**config.mk**
```make
export PLATFORM = sky130hd
export DESIGN_NAME = mult_scheduler
export DESIGN_NICKNAME = d
export VERILOG_FILES = /design/src/rtl/mult_scheduler_pkg.sv /design/src/rtl/mult_core.sv /design/src/rtl/mult_scheduler.sv
export SDC_FILE = /design/constraint.sdc
export NUM_CORES = 1
export LEC_CHECK = 0
export CAP_MARGIN = 20
export CORE_AREA = 8 8 204 206
export DETAILED_ROUTE_END_ITERATION = 8
export DIE_AREA = 0 0 212 214
export GPL_TIMING_DRIVEN = 0
export PLACE_DENSITY_LB_ADDON = 0.08
export SLEW_MARGIN = 10
export SYNTH_ARGS = -nofsm -noshare
export SYNTH_HDL_FRONTEND = slang
export SYNTH_SLANG_ARGS = --single-unit
```
**constraint.sdc**
```tcl
create_clock -name clk -period 14.7 [get_ports clk]
set_clock_uncertainty 0.05 [all_clocks]
set_input_delay 4.41 -clock clk [delete_from_list [all_inputs] [get_ports clk]]
set_output_delay 4.41 -clock clk [all_outputs]
set_load 0.01 [all_outputs]
```
**src/rtl/mult_scheduler_pkg.sv**
```systemverilog
// Shared definitions for the dual-lane multiply scheduler: FSM encoding and lane one-hot codes.
package mult_scheduler_pkg;

   typedef enum logic [1:0] {
      IDLE  = 2'd0,
      BUSY1 = 2'd1,
      BUSY2 = 2'd2,
      DONE  = 2'd3
   } stateT;

   localparam logic [1:0] LANE_NONE = 2'b00;
   localparam logic [1:0] LANE_1    = 2'b01;
   localparam logic [1:0] LANE_2    = 2'b10;

   // One-hot lane under computation for a given scheduler state.
   function automatic logic [1:0] laneOf(input stateT s);
      case (s)
         BUSY1:   laneOf = LANE_1;
         BUSY2:   laneOf = LANE_2;
         default: laneOf = LANE_NONE;
      endcase
   endfunction

endpackage

```
**src/rtl/mult_core.sv**
```systemverilog
// Radix-2 shift-add multiplier: one step per cycle for width cycles, signed via magnitudes
// with a final conditional negation.
module mult_core #(
   parameter int unsigned width = 32
) (
   input  logic                 clk,
   input  logic                 reset,
   input  logic                 load,
   input  logic                 step,
   input  logic                 signedOp,
   input  logic [width-1:0]     opA,
   input  logic [width-1:0]     opB,
   output logic                 lastCount_c,
   output logic                 done_c,
   output logic [2*width-1:0]   product_c
);

   localparam int unsigned CW = (width > 1) ? $clog2(width) : 1;
   localparam int unsigned PW = 2 * width;

   logic [width:0]   extA, extB, magA, magB;
   logic [PW-1:0]    acc, mcand, accNext;
   logic [width:0]   mplier;
   logic             negate;
   logic [CW-1:0]    count;

   // width+1-bit magnitudes keep the most-negative operand representable.
   assign extA = {signedOp & opA[width-1], opA};
   assign extB = {signedOp & opB[width-1], opB};
   assign magA = extA[width] ? (~extA + 1'b1) : extA;
   assign magB = extB[width] ? (~extB + 1'b1) : extB;

   assign accNext     = acc + (mplier[0] ? mcand : '0);
   assign product_c   = negate ? (~accNext + 1'b1) : accNext;
   assign lastCount_c = (count == CW'(width - 1));
   assign done_c      = step & lastCount_c;

   always_ff @(posedge clk) begin
      if (reset) begin
         acc    <= '0;
         mcand  <= '0;
         mplier <= '0;
         negate <= 1'b0;
         count  <= '0;
      end else if (load) begin
         acc    <= '0;
         mcand  <= PW'(magA);
         mplier <= magB;
         negate <= signedOp & (opA[width-1] ^ opB[width-1]);
         count  <= '0;
      end else if (step) begin
         acc    <= accNext;
         mcand  <= mcand << 1;
         mplier <= mplier >> 1;
         count  <= count + 1'b1;
      end
   end

endmodule

```
**src/rtl/mult_scheduler.sv**
```systemverilog
// Shares one iterative multiplier between two issue lanes, owns HI/LO and raises the
// multiply stall; lane 1 is older and is always computed first.
module mult_scheduler
   import mult_scheduler_pkg::*;
#(
   parameter int unsigned width = 32
) (
   input  logic               clk,
   input  logic               reset,
   input  logic               req_1,
   input  logic               req_2,
   input  logic               sign_1,
   input  logic               sign_2,
   input  logic [width-1:0]   srcA_1,
   input  logic [width-1:0]   srcB_1,
   input  logic [width-1:0]   srcA_2,
   input  logic [width-1:0]   srcB_2,
   input  logic               stall_ext,
   input  logic               flush_E,
   output logic               multStall,
   output logic [width-1:0]   hi,
   output logic [width-1:0]   lo,
   output logic [1:0]         busy_lane
);

   stateT               state, stateNext;
   logic                both, bothNext;
   logic                coreLoad, coreStep, useLane2;
   logic                lastCount, coreDone;
   logic [2*width-1:0]  product;

   mult_core #(.width(width)) u_core (
      .clk         (clk),
      .reset       (reset),
      .load        (coreLoad),
      .step        (coreStep),
      .signedOp    (useLane2 ? sign_2 : sign_1),
      .opA         (useLane2 ? srcA_2 : srcA_1),
      .opB         (useLane2 ? srcB_2 : srcB_1),
      .lastCount_c (lastCount),
      .done_c      (coreDone),
      .product_c   (product)
   );

   // Next-state, core control and stall.
   always_comb begin
      stateNext = state;
      bothNext  = both;
      coreLoad  = 1'b0;
      coreStep  = 1'b0;
      useLane2  = 1'b0;
      multStall = 1'b0;
      case (state)
         IDLE: begin
            if (req_1 | req_2) begin
               multStall = ~flush_E;
               coreLoad  = 1'b1;
               useLane2  = ~req_1;
               bothNext  = req_1 & req_2;
               stateNext = req_1 ? BUSY1 : BUSY2;
            end
         end
         BUSY1: begin
            multStall = 1'b1;
            coreStep  = 1'b1;
            if (lastCount) begin
               if (both) begin
                  coreLoad  = 1'b1;
                  useLane2  = 1'b1;
                  stateNext = BUSY2;
               end else begin
                  stateNext = DONE;
               end
            end
         end
         BUSY2: begin
            multStall = 1'b1;
            coreStep  = 1'b1;
            if (lastCount) begin
               bothNext  = 1'b0;
               stateNext = DONE;
            end
         end
         DONE: begin
            // Held instruction is still in E; waiting here keeps it from re-issuing.
            if (!stall_ext) stateNext = IDLE;
         end
         default: stateNext = IDLE;
      endcase
      if (flush_E) begin
         stateNext = IDLE;
         bothNext  = 1'b0;
         coreLoad  = 1'b0;
         coreStep  = 1'b0;
      end
   end

   always_ff @(posedge clk) begin
      if (reset) begin
         state     <= IDLE;
         both      <= 1'b0;
         hi        <= '0;
         lo        <= '0;
         busy_lane <= LANE_NONE;
      end else begin
         state     <= stateNext;
         both      <= bothNext;
         busy_lane <= laneOf(stateNext);
         if (coreDone) {hi, lo} <= product;
      end
   end

endmodule

```
==> summary.md <==
| Metric | Value |
|---|---|
| Status | `completed` |
| Share of cells above drive strength 1 | `3.85%` |
| Post-synthesis instance area | `0.0174 mm²` |
| Sequential area share after synthesis | `27.2%` |
| CP Class | `in2reg` |
| Initial Util | `45.4%` |
| Hold WC Path Type | `reg2reg` |
| Number of vias per cell | `5.96` |
| Worst-Margin Slew | `1.07 ns` |
| Die extent in x | `212 µm` |
| Setup TNS | `0 ns` |
| YS warnings | `0` |
| Fillcell total | `3781` |
| RSZ-0062 raised after global routing | `no` |
| Placeable Area | `0.0383 mm²` |
| CP Cell Sequence | `clkdlybuf4s50_1 -> and3b_1 -> a31oi_1 -> buf_2 -> buf_1 -> clkbuf_1 -> buf_1 -> buf_2 -> buf_2 -> mux2i_1 -> ha_1 -> o21ai_0 -> nand2b_1 -> nand3b_1 -> nor2_1 -> and3_1 -> a21oi_1 -> or4_1 -> a311oi_1` |
| Antenna cells | `0` |
| Maximum vdd drop | `0.0000690 V` |
| WP data required | `15.11 ns` |
| Router iterations before antenna repair | `6` |
| Yosys reg bits | `236` |
| Pwr Density | `83.6 mW/mm²` |
| Sequential Power Share | `38.6%` |
| Clock sinks | `236` |
| Ratio of final minimum period to clock period | `76.7%` |
| Crit-path max FO | `10` |
| Largest cells by area after synthesis | `dfxtp_1, nand2_1, a21oi_1` |
| Nets | `2842` |
| Leading cell types in the layout, fill and taps excluded | `nand2_1, a21oi_1, dfxtp_1` |
| Final setup violating endpoints | `0` |
| Post-synthesis cell type count | `89` |
| Share of Yosys cell area claimed by the top area cell type | `27.2%` |
| Initial antenna violation count | `3` |
| CTS Root Cell | `clkbuf_16` |
| Net switching power | `539 µW` |
| IO Port Bufs | `201` |
| Fmax | `0.0887 GHz` |
| CTS tree | `done` |
| CP Launch Type | `primary input` |
| Max cap viols | `0` |
| WP buf/inv | `7` |
| Wire per inst | `21.7 µm` |
| DRC viols | `0` |
| Worst hold slack | `0.387 ns` |
| Post-synth net total | `2609` |
| I/O pin total | `203` |
| Fin crit period | `11.27 ns` |
| Clock share of power | `40.3%` |
| Largest net degree at the start of global routing | `15` |
| Switching share of power | `30.7%` |
| CP Data Arrival Time | `11.68 ns` |
| Most common cell after layout, fill and taps aside | `nand2_1` |
| Post-Synthesis Cells | `2399` |
| Top cell family by delay on the critical path | `buffers and inverters` |
| Design area | `0.0210 mm²` |
| H-tree levels | `1` |
| Post-DP Area | `0.0201 mm²` |
| Die area | `0.0454 mm²` |
| Total congestion overflow | `0` |
| Post-CTS sizing | `0` |
| Cell-internal power | `1.22 mW` |
| Asr flop ratio synth | `0%` |
| Post-Route WL | `68.7 mm` |
| Final hold violation count | `0` |
| Die height | `214 µm` |
| Worst slew margin | `28.1%` |
| Post-synth EDFFs | `0` |
| Most common cell on crit path | `buf_2` |
| DR iter-0 viols | `1587` |
| Dpl ws | `2.83 ns` |
| Area Overhead vs Synth | `20.8%` |
| Crit. End Element | `flip-flop` |
| Max Root-Sink Buffers | `3` |
| Crit-path max cell delay | `0.60 ns` |
| Clock slew at reported path FFs | `0.07 ns` |
| Worst path slowest cell | `buf_1` |
| Gp weighted congestion | `0.972` |
| Vias | `18.9k` |
| Setup Buffers After CTS | `0` |
| Mapped Avg Cell Area | `7.25 µm²` |
| Combinational group share of total power | `21.1%` |
| First-pass GRT wire length | `105 mm` |
| Routed Antenna Nets | `0` |
| Yosys top cell by area | `dfxtp_1` |
| # hold bufs at CTS | `0` |
| Top_reg_cell synth | `dfxtp_1` |
| Final worst slack | `3.43 ns` |
| TritonCTS buffer count | `26` |
| GRT Total Usage | `29.1%` |
| Hpwl dp | `56.2 mm` |
| Post-Route Utilization | `54.9%` |
| Core Rows | `72` |
| Leakage | `7.83 nW` |
| Clock Latency Late Sink | `0.56 ns` |
| Max Slew Vio Count | `0` |
| Via count of the first global-routing pass | `18.2k` |
[worst min-delay path, stage by stage, from the launching register on]
cell     delay [ns]
dfxtp_1        0.31
nand2_1        0.05
nor2_1         0.03
[synthesized netlist by cell type, types with 4 or more instances]
library cell and n:
o21ai_1 9, o21a_1 7, and3_1 19, nand3b_1 7
ha_1 73, o2111ai_1 5, nor4b_1 4, o41ai_1 5
mux2i_1 67, dfxtp_1 236, a31oi_1 16, nor4_1 18
and4_1 8, clkbuf_1 136, xnor2_1 74, or4_1 9
o21ai_0 132, or2_2 11, o31ai_1 21, o211ai_1 16
a311oi_1 59, nor2_1 223, nand3_1 28, a211oi_1 45
or3_1 24, nand2_1 446, nand2b_1 17, a21o_1 28
and2_1 76, a221oi_1 5, xor2_1 81, nor2b_1 5
inv_1 20, nor3_1 80, a22o_1 10, o41ai_2 4
buf_2 8, nand4_1 31, buf_1 10, o21bai_1 9
a21oi_1 240
[path summary, 6_finish.rpt]
check,startpoint,endpoint,slack [ns],depth (start not counted)
worst max-delay path,req_2,u_core.mcand[30]$_SDFFE_PP0P_,3.43,19
worst min-delay path,u_core.mplier[32]$_SDFFE_PP0P_,u_core.mplier[32]$_SDFFE_PP0P_,0.39,2
worst max register to register,u_core.count[0]$_SDFFE_PP0P_,u_core.mcand[30]$_SDFFE_PP0P_,6.93,20
worst min register to register,u_core.mplier[32]$_SDFFE_PP0P_,u_core.mplier[32]$_SDFFE_PP0P_,0.39,2
[cells by family after synthesis]
logic type               share of synthesized area, %
AND/OR/NAND/NOR                                  27.3
AO/OA/AOI/OAI                                    24.6
flip-flops                                       27.2
adder cells (fa/ha/maj)                          5.37
buffers and inverters                            3.88
XOR/XNOR                                         7.81
multiplexers                                     3.92
[state kept, by name, indices dropped and copies added (netlist names)]
signal,cells
both,1
busy_lane,2
hi,32
lo,32
state,2
u_core.acc,64
u_core.count,5
u_core.mcand,64
u_core.mplier,33
u_core.negate,1
[power groups by stage]
stage	registers (mW)	clock network, mW	logic [mW]
final	0.678	0.708	0.371
after global routing	0.680	0.737	0.401
after CTS	0.678	0.713	0.367
after detailed placement	0.691	0	0.365
after global placement	0.690	0	0.360
after floorplan	0.686	0	0.221
[cell type report]
cell class / instances / area, µm² / share of cell area (%)
Clock inverter: 13 / 175 / 0.834
Clock buffer: 34 / 742 / 3.53
Timing Repair Buffer: 205 / 2040 / 9.72
Sequential cell: 236 / 4720 / 22.5
Tap cell: 518 / 648 / 3.08
Multi-Input combinational cell: 1988 / 12000 / 57.1
Buffer: 155 / 599 / 2.85
Inverter: 20 / 75.1 / 0.357
[per-stage QoR]
stage               instances  total power, mW
floorplan                2399            0.907
CTS                      3169             1.76
detailed placement       3122             1.06
global placement         3118             1.05
finish                   3169             1.76
global route             3169             1.82
[metal layers]
metal	vias up	global-route usage (%)	part of all wire, %
met2	715	48.7	47
met3	117	4.62	6.8
met1	8977	37.8	43
met5	-	0	0.038
met4	4	8.94	3.0
li1	9069	-	-
No activity file was read; power rests on OpenSTA's default activity.
